===== src/rtl/elevator_call_dispatcher.sv =====
// Elevator call dispatcher: latches hall and car calls for a 4-floor car, picks the next
// target with a SCAN (keep-direction) policy, issues it to the floor state machine, waits
// for arrival and times the door dwell at each served floor.
//
// Ports
//   clk_i           rising-edge clock
//   rst_ni          synchronous active-low reset
//   hall_call_i     hall (outer) call buttons, bit i = floor i
//   car_call_i      car (inner) call buttons, bit i = floor i
//   cur_floor_i     current floor code from the floor state machine
//   outer_button_o  issued target has a pending hall call
//   inner_button_o  issued target floor code
//   req_valid_o     outer/inner_button valid; held high through travel
//   door_open_o     door dwell in progress
//   pending_o       OR of latched hall and car calls
//   timeout_err_o   sticky: car failed to reach a target in time
module elevator_call_dispatcher #(
  parameter int unsigned DWELL_CYCLES   = 8,
  parameter int unsigned TIMEOUT_CYCLES = 200,
  parameter int unsigned CNT_W          = 8
) (
  input  logic       clk_i,
  input  logic       rst_ni,
  input  logic [3:0] hall_call_i,
  input  logic [3:0] car_call_i,
  input  logic [1:0] cur_floor_i,
  output logic       outer_button_o,
  output logic [1:0] inner_button_o,
  output logic       req_valid_o,
  output logic       door_open_o,
  output logic [3:0] pending_o,
  output logic       timeout_err_o
);

  typedef enum logic [1:0] {StIdle, StIssue, StTravel, StDoor} state_e;

  state_e             state_q, state_d;
  logic [3:0]         hall_q, hall_d;
  logic [3:0]         car_q, car_d;
  logic               dir_up_q, dir_up_d;
  logic [CNT_W-1:0]   cnt_q, cnt_d;
  logic [1:0]         target_q, target_d;
  logic               outer_q, outer_d;
  logic               req_q, req_d;
  logic               door_q, door_d;
  logic               err_q, err_d;

  logic [3:0]         pending;
  logic [3:0]         cur_oh;
  logic [3:0]         clr_mask;
  logic [CNT_W-1:0]   cnt_inc;
  logic               found_up, found_dn;
  logic [1:0]         up_floor, dn_floor;

  assign pending = hall_q | car_q;
  assign cur_oh  = 4'b0001 << cur_floor_i;
  assign cnt_inc = cnt_q + CNT_W'(1);

  // Nearest pending floor above / below the car. The up scan runs downwards so the last hit
  // is the closest one; the down scan runs upwards for the same reason.
  always_comb begin
    found_up = 1'b0;
    up_floor = 2'd0;
    for (int i = 3; i >= 0; i--) begin
      if (2'(i) > cur_floor_i && pending[2'(i)]) begin
        found_up = 1'b1;
        up_floor = 2'(i);
      end
    end
    found_dn = 1'b0;
    dn_floor = 2'd0;
    for (int i = 0; i < 4; i++) begin
      if (2'(i) < cur_floor_i && pending[2'(i)]) begin
        found_dn = 1'b1;
        dn_floor = 2'(i);
      end
    end
  end

  always_comb begin
    state_d  = state_q;
    hall_d   = hall_q | hall_call_i;
    car_d    = car_q | car_call_i;
    dir_up_d = dir_up_q;
    cnt_d    = cnt_q;
    target_d = target_q;
    outer_d  = outer_q;
    req_d    = req_q;
    door_d   = door_q;
    err_d    = err_q;
    clr_mask = 4'b0000;

    unique case (state_q)
      StIdle: begin
        if (pending != 4'b0000) begin
          if ((pending & cur_oh) != 4'b0000) begin
            state_d  = StDoor;
            cnt_d    = CNT_W'(DWELL_CYCLES);
            door_d   = 1'b1;
            clr_mask = cur_oh;
          end else begin
            if (dir_up_q) begin
              if (found_up) begin
                target_d = up_floor;
              end else begin
                dir_up_d = 1'b0;
                target_d = dn_floor;
              end
            end else begin
              if (found_dn) begin
                target_d = dn_floor;
              end else begin
                dir_up_d = 1'b1;
                target_d = up_floor;
              end
            end
            // Request is registered on the way into ISSUE so it is visible during ISSUE.
            state_d = StIssue;
            req_d   = 1'b1;
            cnt_d   = '0;
          end
        end
      end
      StIssue: begin
        cnt_d   = '0;
        state_d = StTravel;
      end
      StTravel: begin
        // Arrival is tested first so it wins over a coincident timeout.
        if (cur_floor_i == target_q) begin
          state_d  = StDoor;
          req_d    = 1'b0;
          cnt_d    = CNT_W'(DWELL_CYCLES);
          door_d   = 1'b1;
          clr_mask = cur_oh;
        end else if (cnt_inc >= CNT_W'(TIMEOUT_CYCLES)) begin
          state_d  = StIdle;
          req_d    = 1'b0;
          err_d    = 1'b1;
          cnt_d    = cnt_inc;
          clr_mask = 4'b0001 << target_q;
        end else begin
          cnt_d = cnt_inc;
        end
      end
      StDoor: begin
        // Calls for the floor with the door open are dropped.
        clr_mask = cur_oh;
        cnt_d    = cnt_q - CNT_W'(1);
        if (cnt_q <= CNT_W'(1)) begin
          state_d = StIdle;
          door_d  = 1'b0;
        end
      end
      default: begin
        state_d = StIdle;
      end
    endcase

    hall_d = hall_d & ~clr_mask;
    car_d  = car_d & ~clr_mask;

    // While a request is live, outer_button mirrors the hall latch of the target floor.
    if (state_d == StIssue || state_d == StTravel) begin
      outer_d = hall_d[target_d];
    end
  end

  always_ff @(posedge clk_i) begin
    if (!rst_ni) begin
      state_q  <= StIdle;
      hall_q   <= 4'b0000;
      car_q    <= 4'b0000;
      dir_up_q <= 1'b1;
      cnt_q    <= '0;
      target_q <= 2'd0;
      outer_q  <= 1'b0;
      req_q    <= 1'b0;
      door_q   <= 1'b0;
      err_q    <= 1'b0;
    end else begin
      state_q  <= state_d;
      hall_q   <= hall_d;
      car_q    <= car_d;
      dir_up_q <= dir_up_d;
      cnt_q    <= cnt_d;
      target_q <= target_d;
      outer_q  <= outer_d;
      req_q    <= req_d;
      door_q   <= door_d;
      err_q    <= err_d;
    end
  end

  assign outer_button_o = outer_q;
  assign inner_button_o = target_q;
  assign req_valid_o    = req_q;
  assign door_open_o    = door_q;
  assign pending_o      = pending;
  assign timeout_err_o  = err_q;

endmodule

===== config.mk =====
export PLATFORM = sky130hd
export DESIGN_NAME = elevator_call_dispatcher
export DESIGN_NICKNAME = d
export VERILOG_FILES = /design/src/rtl/elevator_call_dispatcher.sv
export SDC_FILE = /design/constraint.sdc
export NUM_CORES = 1
export LEC_CHECK = 0
export CELL_PAD_IN_SITES_DETAIL_PLACEMENT = 1
export CELL_PAD_IN_SITES_GLOBAL_PLACEMENT = 1
export CORE_MARGIN = 4
export CORE_UTILIZATION = 39
export CTS_CLUSTER_DIAMETER = 120
export DETAILED_ROUTE_END_ITERATION = 10
export GPL_ROUTABILITY_DRIVEN = 0
export PLACE_DENSITY = 0.85
export SLEW_MARGIN = 20
export SYNTH_ARGS = -nofsm -noshare
export SYNTH_HDL_FRONTEND = slang
export SYNTH_SLANG_ARGS = --single-unit

===== constraint.sdc =====
create_clock -name clk_i -period 2.74 [get_ports clk_i]
set_input_delay 0.685 -clock clk_i [delete_from_list [all_inputs] [get_ports clk_i]]
set_output_delay 0.685 -clock clk_i [all_outputs]
set_load 0.05 [all_outputs]

# ---- Yosys cells after proc, flatten, opt, wreduce, memory -nomap -nowiden
# Cells that the tools add are included.
dict set report totals {
  regBits 25
  latch_bits 0
  ram_bits 0
  mem_bits_ro 0
  in_bits 12
  output_inout_bits 10
  wordCells 99
  memories 0
}
dict set report op_classes {
  addsub 2
  multipliers 0
  n_div 0
  magnitude_cmp 7
  eq_ne 12
  n_shift 2
  muxes 43
  n_bitwise 9
  n_reduce_logical 14
}
# cell count
set op_table {}
lappend op_table {{$pmux 8 s4} 1}
lappend op_table {{$mux 2} 12}
lappend op_table {{$mux 4} 5}
lappend op_table {{$mux 1} 18}
lappend op_table {{$mux 8} 2}
lappend op_table {{$and 4x4->4} 3}
lappend op_table {{$or 4x4->4} 3}
lappend op_table {{$pmux 4 s3} 1}
lappend op_table {{$ne 2x2->1 const B} 5}
lappend op_table {{$add 8x1->8 const B} 1}
lappend op_table {{$ge 8x8->1 const B} 1}
lappend op_table {{$le 8x1->1 const B} 1}
lappend op_table {{$pmux 2 s4} 1}
lappend op_table {{$reduce_bool 4->1} 2}
lappend op_table {{$shl 1x2->4 const A} 2}
lappend op_table {{$sub 8x1->8 const B} 1}
lappend op_table {{$eq 2x2->1 const B} 3}
lappend op_table {{$reduce_and 3->1} 2}
lappend op_table {{$reduce_and 5->1} 1}
lappend op_table {{$eq 2x1->1 const B} 2}
lappend op_table {{$gt 1x2->1 const A} 2}
lappend op_table {{$logic_and 1x1->1} 4}
lappend op_table {{$lt 1x2->1 const A} 2}
lappend op_table {{$not 4->4} 1}
lappend op_table {{other kinds (12)} 13}

# ---- Logic depth before layout (Yosys ltp)
# Gate-level depths: netlist of the first run.
dict set report depth {
  word_depth 11
  mapped_depth 10
  ltp_nobuf 9
}

# ---- Least setup slack after synthesis of the first run
# OpenSTA, ideal clock, no wires.
dict set report synth_path {
  path_type {in2reg}
  start {input port cur_floor_i[0]}
  end {register outer_q (netlist: outer_button_o)}
  setup_ns 0.136
  arrival_time_ns 2.220
  required_time_ns 2.604
  setup_slack_ns 0.384
  stages 10
  n_path_buf 2
  cell_sequence {buf_4 nand2b_2 o22ai_1 or4_1 buf_2 a21oi_1 o21ba_2 o211a_1 o211ai_2 o221ai_1}
}
dict set report synth_via {
  elab_chain_cells 11
  elab_cells_between_ends 40
  classes_between {4 x order compare; 3 x eq/ne; 1 x shift; 23 x mux; 3 x bitwise; 6 x reduce/logical}
}
# item line_no
set synth_rtl {}
lappend synth_rtl {{start: declaration} 26} ;# input logic [1:0] cur_floor_i,
lappend synth_rtl {{$gt 1x2->1 / $lt 1x2->1 (equally long branches)} {65, 73}}
lappend synth_rtl {{$logic_and 1x1->1, on equally long branches} {65, 73}}
lappend synth_rtl {{$mux 1, on equally long branches} {65, 73}}
lappend synth_rtl {{$mux 2 (tied with other cells)} 65} ;# if (2'(i) > cur_floor_i && pending[2'(i)]) begin
lappend synth_rtl {{$mux 2, on equally long branches} {110, 103}}
lappend synth_rtl {{$mux 2} 102} ;# if (dir_up_q) begin
lappend synth_rtl {{$mux 2} 96} ;# if ((pending & cur_oh) != 4'b0000) begin
lappend synth_rtl {{$mux 2} 95} ;# if (pending != 4'b0000) begin
lappend synth_rtl {{$mux 2} 93} ;# unique case (state_q)
lappend synth_rtl {{$bmux 1 s2} 165} ;# outer_d = hall_d[target_d];
lappend synth_rtl {{$mux 1 (implied by the code)} 165}
lappend synth_rtl {{end signal: assignment} 188} ;# outer_q <= outer_d;
lappend synth_rtl {{end: declaration} 43} ;# logic outer_q, outer_d;
# Parallel ways exist; a longest one is shown, timed or not. The select of a mux whose other input is x is not followed.
# A chain may end at the register's enable or synchronous reset.

# ---- Final worst setup path of the first run
dict set report layout_path {
  start {register hall_q[1]}
  end {register outer_q (netlist: outer_button_o)}
}
dict set report layout_via {
  elab_chain_cells 11
  elab_cells_between_ends 32
  classes_between {2 x eq/ne; 20 x mux; 5 x bitwise; 5 x reduce/logical}
}
# item line_no
set layout_rtl {}
lappend layout_rtl {{start: declaration} 38} ;# logic [3:0] hall_q, hall_d;
lappend layout_rtl {{start signal: assignment} 183} ;# hall_q <= hall_d;
lappend layout_rtl {{$or 4x4->4} 55} ;# assign pending = hall_q | car_q;
lappend layout_rtl {{$logic_and 1x1->1} 65}
lappend layout_rtl {{$mux 1} 65}
lappend layout_rtl {{$mux 2 / $mux 1 (equally long branches)} 65}
lappend layout_rtl {{$mux 2, on equally long branches} {110, 103}}
lappend layout_rtl {{$mux 2} 102}
lappend layout_rtl {{$mux 2} 96}
lappend layout_rtl {{$mux 2} 95}
lappend layout_rtl {{$mux 2} 93}
lappend layout_rtl {{$bmux 1 s2} 165}
lappend layout_rtl {{$mux 1 (implied by the code)} 165}
# Parallel ways exist; a longest one is shown, timed or not. The select of a mux whose other input is x is not followed.

==> results.md, run 1 <==
- Post-Syn Area: 1550 um2
- Clk root buf: clkbuf_8
- Share of cells above drive strength 1: 0.181
- Antenna-violating nets left: 0
- Crit-path slowest cell: nor4_1
- Die Span Y: between 70 and 80 um
- Asr flop ratio synth: 0
- Largest net degree at the start of global routing: 14
- Yosys cell types: 51
- Core area: 3740 um2
- Clock tree buffer depth: 2
- Clk slew on worst S/H paths: about 0.090 ns
- Worst path bufs/invs: 1
- P&R area growth vs syn: 28.8%
- Initial antenna violation count: 0
- Top_reg_cell synth: dfxtp_1
- Worst EP arrival: between 2 and 3 ns
- Die X: approximately 71 um
- Vias in the first global route: between 1500 and 2000
- HPWL Detailed: ~3900 um
- Worst setup margin: 0.253 ns
- Synth warn: 0
- Vias per inst: between 5 and 6
- Fin crit share: 0.908
- Syn_area_per_cell: 7.49 um2
- Slew @ Worst Pin: 0.560 ns
- Fin. Hold Viols: 0
- # DRC: 0
- GRT Residual Overflow: 0
- Iteration-0 DRC Markers: 129
- Worst Hold Class: register to register
- WL/cell: approximately 17 um
- CTS Sinks: 24
- Layout Nets: between 200 and 300
- Post-Syn Nets: 222
- Leakage: approximately 0.83 nW
- Max FO, Critical Path: 4
- Design area: 2000 um2
- Worst setup path category: register to register
- Post-CTS Hold Fix Bufs: 0
- Via Count: between 1500 and 2000
- Htree depth: 1
- Fillers: between 400 and 500
- Clock Latency Late Sink: between 0.2 and 0.3 ns
- Cells after synthesis: approximately 210
- Clk_skew: around 0.0036 ns
- Placed instance area: 1930 um2
- Die ar.: a little over 5000 um2
- Total GRT Usage: 0.204
- Critical Path Max Stage Delay: about 0.53 ns
- N_diodes: 0
- CTS tree: built
- Setup tns final: 0 ns
- Tmin final: approximately 2.5 ns
- Max_slew headroom: 0.624
- IO Port Bufs: 21
- First-pass GRT wire length: around 8300 um
- Post-synth EDFFs: 0
- Top Family by Delay on Critical Path: compound AO/OA/AOI/OAI gates
- PwrDens: 624 nW/um2
- DR pass1 iterations: 4
- Setup WS pre-CTS: -0.283 ns
- Final slew viol count: 0
- Power Total: around 1.2 mW
- Routed WL: 5070 um
- Fin Hold WS: 0.492 ns
- RSZ-0062 raised after global routing: false
- Maximum vdd drop: between 200 and 300 uV
- Final setup fails: 0
- CP Cell Sequence: nor4_1, a21oi_1, a211o_1, nand3_2, mux2_4, a211oi_1, buf_4, o211ai_2, o221ai_1
- Crit path launch type: register
- Seq/Total Area, Yosys: 0.310
- Synth Register Bits: 24
- Max-cap violation count: 0
- # IOs: 22
- Site Rows: 22
- CTS buffer count: 3
- F_max: between 400 and 500 MHz
- Status: completed
- Initial Util: 0.414
- CP Data Required Time: just under 3 ns
- Crit end category: register
==> final cells by class <==
type / count / area (um2) / share of cell area
Inverter: 10 / 37.5 / 0.0188
Tap cell: 48 / 60.1 / 0.0301
Multi-Input combinational cell: 162 / 983 / 0.492
Sequential cell: 24 / 480 / 0.241
Timing Repair Buffer: 43 / 380 / 0.190
Clock buffer: 4 / 55.1 / 0.0276
==> where the power goes <==
group | switching (mW) | internal [mW]
combinational | 0.318 | 0.223
sequential | 0.0598 | 0.392
clock | 0.125 | 0.129
total | 0.502 | 0.744
==> repair_timing <==
item                       4_1_cts  5_1_grt
gates resized for setup          0        5
setup endpoints to repair        0        1
buffers inserted                 0        0
==> Yosys cell counts (2+ instances only) <==
cell type	instances	area [um2]
a22oi_1	2	15.0
clkbuf_1	6	22.5
and3_1	3	18.8
a21o_1	2	15.0
a221oi_1	2	17.5
a31oi_1	4	25.0
or2_2	2	12.5
nor4_1	2	12.5
nor2_1	34	128
nor3_1	6	30.0
a211oi_1	5	37.5
o21ai_0	12	60.1
or4_1	2	15.0
o22ai_1	4	25.0
nand2b_2	2	17.5
buf_2	3	15.0
nand4_1	3	18.8
a21oi_1	16	80.1
buf_4	2	15.0
nand3_2	2	20.0
ha_1	3	37.5
o21a_1	2	15.0
inv_1	6	22.5
xor2_1	5	43.8
nand3_1	3	15.0
o211ai_2	2	25.0
nand2_1	19	71.3
inv_2	3	11.3
dfxtp_1	24	480
and2_1	2	12.5
o211a_1	4	40.0
==> through the flow <==
step	std cells	util
2_1_floorplan	207	-
3_3_place_gp	287	0.516
3_5_place_dp	287	0.516
4_1_cts	291	0.531
5_1_grt	291	0.533
6_report	291	0.533
==> placed cells by master, fill, tap and decap left out, types with 3 or more instances in the layout <==
| cell | netlist | routed |
|---|---|---|
| nor2_1 | 34 | 34 |
| dfxtp_1 | 24 | 24 |
| buf_4 | 2 | 22 |
| nand2_1 | 19 | 19 |
| clkdlybuf4s50_1 | 0 | 19 |
| a21oi_1 | 16 | 16 |
| o21ai_0 | 12 | 10 |
| inv_1 | 6 | 6 |
| nor3_1 | 6 | 6 |
| xor2_1 | 5 | 5 |
| a211oi_1 | 5 | 5 |
| o22ai_1 | 4 | 4 |
| a31oi_1 | 4 | 4 |
| o211a_1 | 4 | 4 |
| clkbuf_8 | 0 | 4 |
| inv_2 | 3 | 3 |
| and3_1 | 3 | 3 |
| nand3_1 | 3 | 3 |
| nand4_1 | 3 | 3 |
| o21ai_1 | 1 | 3 |
| ha_1 | 3 | 3 |
==> tightest hold or removal path: cells and delay by family (launching register included) <==
kind / cells / cell delay, ns
flops: 1 / 0.34
simple gates: 2 / 0.12
==> final timing paths <==
check                 from              to  slack, ns  cells past startpoint
min          timeout_err_o   timeout_err_o       0.49                      2
max reg2reg      hall_q[1]  outer_button_o       0.25                      9
min reg2reg  timeout_err_o   timeout_err_o       0.49                      2
max              hall_q[1]  outer_button_o       0.25                      9
==> state kept, by name, indices dropped and copies added, names as in the netlist <==
register	cells
car_q	4
cnt_q	8
door_open_o	1
hall_q	4
inner_button_o	2
outer_button_o	1
req_valid_o	1
state_q	2
timeout_err_o	1
==> cell families after synthesis <==
group / after synthesis / synth area share
multiplexers: 1 / 0.00968
AO/OA/AOI/OAI: 65 / 0.289
XOR/XNOR: 6 / 0.0339
flip-flops: 24 / 0.310
AND/OR/NAND/NOR: 87 / 0.275
buffers and inverters: 21 / 0.0581
adder cells (fa/ha/maj): 3 / 0.0242
==> metal layers <==
metal | share of wire | up-vias | GRT usage
met5 | 0 | - | 0
met4 | 0.013 | 0 | 0.0585
met3 | 0.042 | 7 | 0.0256
met2 | 0.49 | 44 | 0.332
met1 | 0.45 | 815 | 0.284
li1 | - | 817 | -
No activity file was read; power rests on OpenSTA's default activity.
==> run 2: changes to the inputs <==
Settings changed: CORE_ASPECT_RATIO set to 0.5, SKIP_LAST_GASP set to 1.
==> results.md, run 2 (synthesized netlist as in run 1, its figures left out) <==
- Peak-usage layer in the global routing report: met2
- Clock Latency Late Sink: 0.27 ns
- Antenna-violating nets left: 0
- Final setup fails: 0
- Design area: 1980 um2
- Core area: approximately 3600 um2
- Worst setup path category: input pin to register
- CTS buffer count: 3
- CTS Sinks: 24
- # IOs: 22
- HPWL Detailed: about 3900 um
- Max_slew headroom: 0.635
- P&R area growth vs syn: 27.7%
- Commonest non-fill, non-tap cell in the layout: nor2_1
- Routed WL: 5490 um
- Tmin final: approximately 2.7 ns
- # DRC: 0
- N_diodes: 0
- PwrDens: 633 nW/um2
- Vias in the first global route: around 1800
- Crit path launch type: input pin
- Most frequent cells in the layout: nor2_1 (34), dfxtp_1 (24), clkdlybuf4s50_1 (20), buf_4 (20), nand2_1 (19)
- Max reg flops: 8
- Vias per inst: roughly 5.9
- First-pass GRT wire length: just over 9000 um
- Worst EP arrival: between 2 and 3 ns
- Setup WS pre-CTS: -0.132 ns
- Via Count: between 1500 and 2000
- Initial Util: 0.428
- Max-cap violation count: 0
- Fillers: 454
- Clk_skew: 0.00238 ns
- Crit end category: register
- Die X: 97.2 um
- GRT met2 Usage: 0.411
- Fin crit share: 0.979
- WL/cell: ~19 um
- Slew @ Worst Pin: around 0.55 ns
- GRT met3 Usage: 0.0438
- DR pass1 iterations: 4
- Status: completed
- Fin Hold WS: between 0.5 and 0.6 ns
- Max FO, Critical Path: 5
- Total GRT Usage: 0.226
- CP Data Required Time: just under 3 ns
- Leakage: 0.810 nW
- Post-CTS Resized: 0
- Clk root buf: clkbuf_8
- GRT Residual Overflow: 0
- Site Rows: 15
- Fin. Hold Viols: 0
- Largest net degree at the start of global routing: 15
- Worst Hold Class: register to register
- Die ar.: approximately 5100 um2
- GR Util met1: 0.263
- Placed instance area: approximately 1900 um2
- Post-CTS Setup Bufs: 0
- Clk slew on worst S/H paths: approximately 0.090 ns
- Htree depth: 1
- Initial antenna violation count: 0
- F_max: 373 MHz
- Post-CTS Hold Fix Bufs: 0
- Largest Register: cnt_q
- Setup tns final: 0 ns
- Share of cells above drive strength 1: 0.170
- Largest registers: cnt_q: 8 flops, car_q: 4 flops, hall_q: 4 flops
- Final slew viol count: 0
- Worst setup margin: approximately 0.057 ns
- Maximum vdd drop: roughly 290 uV
- Layout Nets: roughly 260
- Die Span Y: roughly 53 um
- IO Port Bufs: 21
- Clock tree buffer depth: 2
- CTS tree: built
- Iteration-0 DRC Markers: approximately 110
## run 2: cell types whose count changed in the layout (fill, tap and decap cells not counted), sizes merged
cell	previous run	this run
clkdlybuf4s50	19	20
buf	22	20
dlymetal6s2s	2	1
## run 2: final cells by class
cell class	count	area, um2	share of cell area
Multi-Input combinational cell	162	980	0.495
Sequential cell	24	480	0.243
Timing Repair Buffer	41	363	0.183
Tap cell	51	63.8	0.0322
Clock buffer	4	55.1	0.0278
Inverter	10	37.5	0.0190
## run 2: final timing paths
kind,start,to,slack (ns),depth (start not counted)
setup reg to reg,cnt_q[0],outer_button_o,0.29,9
setup / recovery,cur_floor_i[0],outer_button_o,0.06,9
hold / removal,timeout_err_o,timeout_err_o,0.50,2
hold reg to reg,timeout_err_o,timeout_err_o,0.50,2
## run 2: per-layer routing
metal	vias up	routed length, um
li1	812	-
met1	858	2500
met2	46	2680
met3	13	215
met4	0	95
met5	-	0
## run 2: report_power, final
part / switching (mW) / internal (mW) / leakage [nW] / total, mW
combinational: 0.330 / 0.218 / 0.583 / 0.548
sequential: 0.0609 / 0.392 / 0.198 / 0.453
clock: 0.124 / 0.129 / 0.0288 / 0.252
total: 0.515 / 0.739 / 0.810 / 1.25
## run 2: per-stage QoR
| step | instances | utilization | total power [mW] |
|---|---|---|---|
| 3_3_place_gp | 288 | 0.531 | 0.965 |
| 4_1_cts | 292 | 0.546 | 1.25 |
| 3_5_place_dp | 288 | 0.531 | 0.989 |
| 5_1_grt | 292 | 0.546 | 1.33 |
| 6_report | 292 | 0.546 | 1.25 |
| 2_1_floorplan | 207 | - | 0.800 |
## run 2: worst max-delay path, stage by stage
cell	delay [ns]
clkdlybuf4s50_1	0.54
nand2b_2	0.18
o22ai_1	0.12
or4_1	0.54
and2_1	0.20
o32ai_2	0.14
a211oi_1	0.12
a31oi_1	0.16
o221ai_1	0.13
==> run 3: changes to the inputs <==
Settings changed: CTS_BUF_LIST set to sky130_fd_sc_hd__clkbuf_16, SKIP_CTS_REPAIR_TIMING set to 1.
==> results.md, run 3 (synthesized netlist as in run 1, its figures left out) <==
- Worst Hold Class: register to register
- Vias in the first global route: around 1800
- Commonest non-fill, non-tap cell in the layout: nor2_1
- Initial Util: 0.428
- Final setup fails: 0
- Die ar.: 5110 um2
- Switching pwr: 0.533 mW
- First-pass GRT wire length: slightly above 9000 um
- Antenna-violating nets left: 0
- HPWL Detailed: between 3000 and 4000 um
- Top layer in use: met4
- Switching Share: 0.397
- Leakage: slightly above 0.8 nW
- Layout Nets: around 260
- Clk root buf: clkbuf_16
- Initial antenna violation count: 0
- GRT Residual Overflow: 0
- Worst setup path category: register to register
- Routed WL: ~5700 um
- Largest registers: cnt_q: 8 flops, car_q: 4 flops, hall_q: 4 flops
- Share of cells above drive strength 1: 0.174
- Crit path launch type: register
- Final slew viol count: 0
- Sequential fraction of design power: 0.339
- Most frequent cells in the layout: nor2_1 (34), dfxtp_1 (24), buf_4 (20), nand2_1 (19), clkdlybuf4s50_1 (19)
- Inst Count DP: roughly 290
- Crit end category: register
- F_max: between 300 and 400 MHz
- Total GRT Usage: 0.228
- Layout Cells excl Fill: approximately 300
- Clock tree buffer depth: 2
- P&R area growth vs syn: 29.9%
- Worst path bufs/invs: 0
- Worst EP arrival: about 2.6 ns
- Top Family by Delay on Critical Path: compound AO/OA/AOI/OAI gates
- Setup WS pre-CTS: -0.132 ns
- M1 wire length: roughly 2500 um
- DR pass1 iterations: 4
- CP Data Required Time: about 2.9 ns
- Tmin final: 2.51 ns
- Maximum vdd drop: 322 uV
- Crit-path slowest cell: dfxtp_1
- Worst setup margin: between 0.2 and 0.25 ns
- CTS Sinks: 24
- # IOs: 22
- Htree depth: 1
- CTS buffer count: 3
- Clk_skew: 0.00448 ns
- Clock Latency Late Sink: ~0.26 ns
- Internal power: roughly 0.81 mW
- Max reg flops: 8
- Vias per inst: approximately 6
- Iteration-0 DRC Markers: approximately 100
- PwrDens: ~670 nW/um2
- Clock share of power: 0.245
- IO Port Bufs: 21
- Fin. Hold Viols: 0
- Max-cap violation count: 0
- Slew @ Worst Pin: 0.542 ns
- Comb power frac: 0.417
- Largest Register: cnt_q
- Max_slew headroom: 0.637
- Via Count: around 1800
- Met2 Wirelength: between 2000 and 3000 um
- Core area: ~3600 um2
- Die Span Y: ~53 um
- CTS tree: built
- Critical Path Max Stage Delay: 0.47 ns
- WL/cell: around 20 um
- # DRC: 0
- Clk slew on worst S/H paths: around 0.06 ns
- Max FO, Critical Path: 9
- Status: completed
- Site Rows: 15
- CP Cell Sequence: ha_1, nand3_1, nor2_1, xor2_1, nand4_1, o21ai_0, a211oi_1, o211ai_2, o221ai_1
- Fin crit share: 0.918
- Met3 wire len: 287 um
- N_diodes: 0
- Die X: ~100 um
- Largest net degree at the start of global routing: 15
-- run 3: final cells by class --
cell class	count	area [um2]
clock inverters	1	3.75
multi-input cells	162	987
repair buffers	41	365
flip-flops and latches	24	480
well taps	51	63.8
fillers	448	1610
inverters	10	37.5
clock buffers	3	75.1
-- run 3: final timing paths --
path              startpoint              to  slack (ns)  depth (start not counted)
hold / removal      cnt_q[7]        cnt_q[7]        0.53                          2
setup reg to reg    cnt_q[0]  outer_button_o        0.23                          9
setup / recovery    cnt_q[0]  outer_button_o        0.23                          9
hold reg to reg     cnt_q[7]        cnt_q[7]        0.53                          2
-- run 3: stage by stage --
stage	hold slack, ns	util	instance area (um2)	power [mW]	TNS (ns)
global route	0.561	0.556	2010	1.42	-0.0271
global placement	0.453	0.531	1920	0.965	-0.0978
floorplan	0.461	-	1550	0.800	0
detailed placement	0.474	0.531	1920	0.989	-0.411
finish	0.527	0.556	2010	1.34	0
CTS	0.527	0.552	2000	1.33	0
-- run 3: power groups by stage --
stage | clock network, mW | logic, mW | registers (mW)
global route | 0.354 | 0.602 | 0.462
floorplan | 0 | 0.328 | 0.472
CTS | 0.332 | 0.545 | 0.452
detailed placement | 0 | 0.530 | 0.459
finish | 0.328 | 0.560 | 0.455
global placement | 0 | 0.509 | 0.456
-- run 3: worst min-delay path: stages, from the launching register on --
cell     delay, ns
dfxtp_1       0.35
nand2_1       0.07
a21oi_1       0.06
-- run 3: layer usage --
layer	track usage	vias to the layer above
li1	-	815
met1	0.275	856
met2	0.419	65
met3	0.0319	18
met4	0.0886	0
met5	0	-
